## src/rtl/upi_bank_responder.sv

```systemverilog
// UPI payment responder: accepts a payment request, waits a fixed authorisation
// latency, then approves or declines against the wallet balance.
module upi_bank_responder #(
  parameter int unsigned AUTH_CYCLES  = 8,
  parameter logic [7:0]  INIT_BALANCE = 8'd100
) (
  input  logic       clk,
  input  logic       rst,
  input  logic       pay_req,
  input  logic [7:0] pay_amount,
  input  logic       pay_cancel,
  input  logic       bal_load,
  input  logic [7:0] bal_in,
  output logic       pay_done,
  output logic       upi_success,
  output logic       upi_busy,
  output logic [7:0] balance,
  output logic [7:0] txn_id,
  output logic       req_drop
);

  typedef enum logic [1:0] {IDLE, AUTH, RESP} state_t;

  localparam logic [7:0] CNT_LOAD = 8'(AUTH_CYCLES - 1);

  state_t     state;
  logic [7:0] count;
  logic [7:0] amount;
  logic       approve;

  // A zero amount is declined; amount <= balance guarantees no underflow.
  assign approve = (amount != 8'd0) && (amount <= balance);

  always_ff @(posedge clk) begin
    if (rst) begin
      state       <= IDLE;
      count       <= 8'd0;
      amount      <= 8'd0;
      pay_done    <= 1'b0;
      upi_success <= 1'b0;
      upi_busy    <= 1'b0;
      req_drop    <= 1'b0;
      balance     <= INIT_BALANCE;
      txn_id      <= 8'd0;
    end else begin
      pay_done    <= 1'b0;
      upi_success <= 1'b0;
      req_drop    <= 1'b0;
      case (state)
        IDLE: begin
          if (bal_load) begin
            balance <= bal_in;
          end
          if (pay_req) begin
            amount   <= pay_amount;
            count    <= CNT_LOAD;
            state    <= AUTH;
            upi_busy <= 1'b1;
          end
        end
        AUTH: begin
          req_drop <= pay_req;
          // Cancel wins even on the final authorisation cycle.
          if (pay_cancel) begin
            state    <= RESP;
            pay_done <= 1'b1;
          end else if (count == 8'd0) begin
            state    <= RESP;
            pay_done <= 1'b1;
            if (approve) begin
              upi_success <= 1'b1;
              balance     <= balance - amount;
              txn_id      <= txn_id + 8'd1;
            end
          end else begin
            count <= count - 8'd1;
          end
        end
        RESP: begin
          req_drop <= pay_req;
          state    <= IDLE;
          upi_busy <= 1'b0;
        end
        default: begin
          state    <= IDLE;
          upi_busy <= 1'b0;
        end
      endcase
    end
  end

endmodule

```

## config.mk

```make
export PLATFORM = sky130hd
export DESIGN_NAME = upi_bank_responder
export DESIGN_NICKNAME = d
export VERILOG_FILES = /design/src/rtl/upi_bank_responder.sv
export SDC_FILE = /design/constraint.sdc
export NUM_CORES = 1
export LEC_CHECK = 0
export ABC_CLOCK_PERIOD_IN_PS = 6200
export CAP_MARGIN = 0
export CORE_MARGIN = 2
export CORE_UTILIZATION = 55
export DETAILED_ROUTE_END_ITERATION = 8
export MAX_ROUTING_LAYER = met4
export PLACE_DENSITY = 0.84
export SYNTH_ARGS = -nofsm -noshare
export SYNTH_HDL_FRONTEND = slang
export SYNTH_SLANG_ARGS = --single-unit
```

## constraint.sdc

```tcl
create_clock -name clk -period 6.2 [get_ports clk]
set_input_delay 1.86 -clock clk [delete_from_list [all_inputs] [get_ports clk]]
set_output_delay 1.86 -clock clk [all_outputs]
set_load 0.02 [all_outputs]
```

==> run metrics <==
WS Path Type input pin to flip-flop; vias in the first global route 1,769; Skew-Pair Late Insertion Delay 0.30 ns; Relative slew margins 0.357; fill count 287; via count 1,928; Critical Path End Type flip-flop; Layout Area Growth over Synthesis 25.4%; layout cells sized above 1 0.0676; Max FO, Critical Path 11; Worst Max-Slew Pin Slew 0.964 ns; Final Skew 0.00631 ns; internal power 0.000604 W; Die H 66.2 um; PD cells 368 nW/um^2; VDD IR max 211 uV; sequential share of the synthesized area 0.358; root buf cell clkbuf_8; Synth area leaders dfxtp_1, ha_1, nor2_1; post-route setup slack 2.55 ns; Post-CTS Hold Fix Bufs 0; vias per std cell 5.60; DRT Wirelength 4670 um; port buffer count 40; cells after synthesis 258; Avg Cell Area, Syn 8.24 sq um; Logic pwr share 0.448; setup TNS 0 ns; Tot Pwr 0.000980 W; Post-CTS Setup Bufs 0; post-DR wirelength/cell 13.6 um; H-tree levels 2; Leak 1.02 nW; Max-Cap Viols 0; Worst Path Required 6.37 ns; synth warn 0; Clock power frac 0.223; Detailed Routing Iterations Pass 1 4; hpwl dp 3400 um; NetSw 0.000376 W; largest net degree at the start of global routing 24; Die ar. 4380 sq um; All-Layer GR Usage 0.240; Post-synth EDFFs 0; top cell types by occurrence after synthesis dfxtp_1, nor2_1, a21oi_1, inv_1, nand2_1; Sw Share 0.384; number of antenna diodes 0; Clock transition at path regs 0.08 ns; row count 22; RR Startpoint state[0]; Final setup viols 0; FMAX 0.274 GHz; Reg power frac 0.329; core box area 3690 sq um; critical path launch point type input pin; status finished, final reports clean; Post-Syn Area 2130 sq um; Post-synth top flop dfxtp_1; Clock Path Buffers 2; Hold Path Class flip-flop to flip-flop; GPL Wtd Cong 0.934; drt initial violations 138; final worst-path cycle share 0.589; GRT overflow 0; Nets 331; unrepaired setup endpoints after global routing no; Die W 66.2 um; Routed Antenna Nets 0; hold_sp amount[3]; min Tclk post-route 3.65 ns; Initial Utilization 0.576; CTS tree yes; Cell variety after synth 50; flops & latches, synth 38; Setup WS pre-CTS 2.26 ns; first-pass GRT wire length 7920 um; post_cts resized 0; Final Max Tran Viols 0; syn_nets 293; IO Count 41; Yosys top cell area share 0.358; Post-synth ARST share 0; clock sinks 38; initial antenna violation count 0; CP startpoint pay_cancel; cell taking the most area after synthesis dfxtp_1; DRC errors left 0; worst path arrival time 3.83 ns; final hold violations 0; cts bufs inserted 5
## placed cells by master (no fill, tap or decap), types with 2 or more instances in the layout
cell type        Yosys  layout
a21oi_1             22      22
clkdlybuf4s50_1      0      40
a31oi_1              2       2
nand3_1             15      15
nand2_1             17      17
nor3_1               8       8
o21a_1               4       4
or3_1                3       3
dfxtp_1             38      38
o2111ai_1            3       3
clkbuf_8             0       6
nor4_2               2       2
o21ai_0              4       4
nor2b_1              6       6
inv_1               18      18
mux2_1               3       3
nor4_1               2       2
ha_1                13      13
a211oi_1             7       7
nand2b_1             2       2
a21o_1               2       2
xor2_1               9       9
nand4_1              3       3
mux2i_1              3       3
nor2_1              38      38
## metal layers
metal | track usage | part of all wire
met5 | - | 0
met4 | 0.0918 | 0.016
met3 | 0.0426 | 0.045
met2 | 0.385 | 0.49
met1 | 0.301 | 0.45
## cell type report
class / instances / area, sq um / area share
timing repair buffer: 41 / 408 / 0.153
sequential: 38 / 761 / 0.285
clock inverter: 1 / 30.0 / 0.0113
tap: 48 / 60.1 / 0.0225
inverter: 19 / 71.3 / 0.0267
clock buffer: 6 / 82.6 / 0.0310
multi-input combinational: 191 / 1250 / 0.470
## power groups by stage
stage	Sequential, W	Combinational (W)	Clock, W
after floorplan	0.000344	0.000304	0
final	0.000323	0.000439	0.000218
after detailed placement	0.000328	0.000434	0
after global placement	0.000327	0.000423	0
after CTS	0.000322	0.000441	0.000220
after global routing	0.000328	0.000490	0.000232
## through the flow
| stage | cells | utilization | instance area [sq um] | hold WS (ns) |
|---|---|---|---|---|
| after CTS | 344 | 0.723 | 2670 | 0.477 |
| after detailed placement | 337 | 0.692 | 2550 | 0.467 |
| after floorplan | 258 | - | 2130 | 0.449 |
| final | 344 | 0.723 | 2670 | 0.474 |
| after global routing | 344 | 0.723 | 2670 | 0.508 |
| after global placement | 337 | 0.692 | 2550 | 0.460 |
## flip-flops by register name (all words and copies together) (netlist names)
register / cells
upi_success: 1
txn_id: 8
pay_done: 1
upi_busy: 1
count: 8
amount: 8
balance: 8
state: 2
req_drop: 1
## final timing paths
check                                  to  slack [ns]  depth (start not counted)
worst min register to register  amount[3]        0.47                          2
worst max-delay path             count[6]        2.55                          6
worst max register to register   count[6]        3.46                          7
worst min-delay path            amount[3]        0.47                          2
## logic make-up (layout without fill, tap and decap cells)
family / Yosys count / after routing / share of synthesized area
muxes: 6 / 6 / 0.0300
buffers and inverters: 29 / 67 / 0.0524
xor gates and xnor gates: 10 / 10 / 0.0412
adders and majority gates: 14 / 14 / 0.0859
and+or+nand+nor: 103 / 103 / 0.243
DFF: 38 / 38 / 0.358
AOI/OAI and AO/OA: 58 / 58 / 0.190
## critical path: stages
cell and delay (ns):
clkdlybuf4s50_1 0.49, a311o_1 0.39, a21oi_1 0.64, nand4_1 0.21, xor2_1 0.19, nor2_1 0.05
Power figures use the tool's default switching activity.
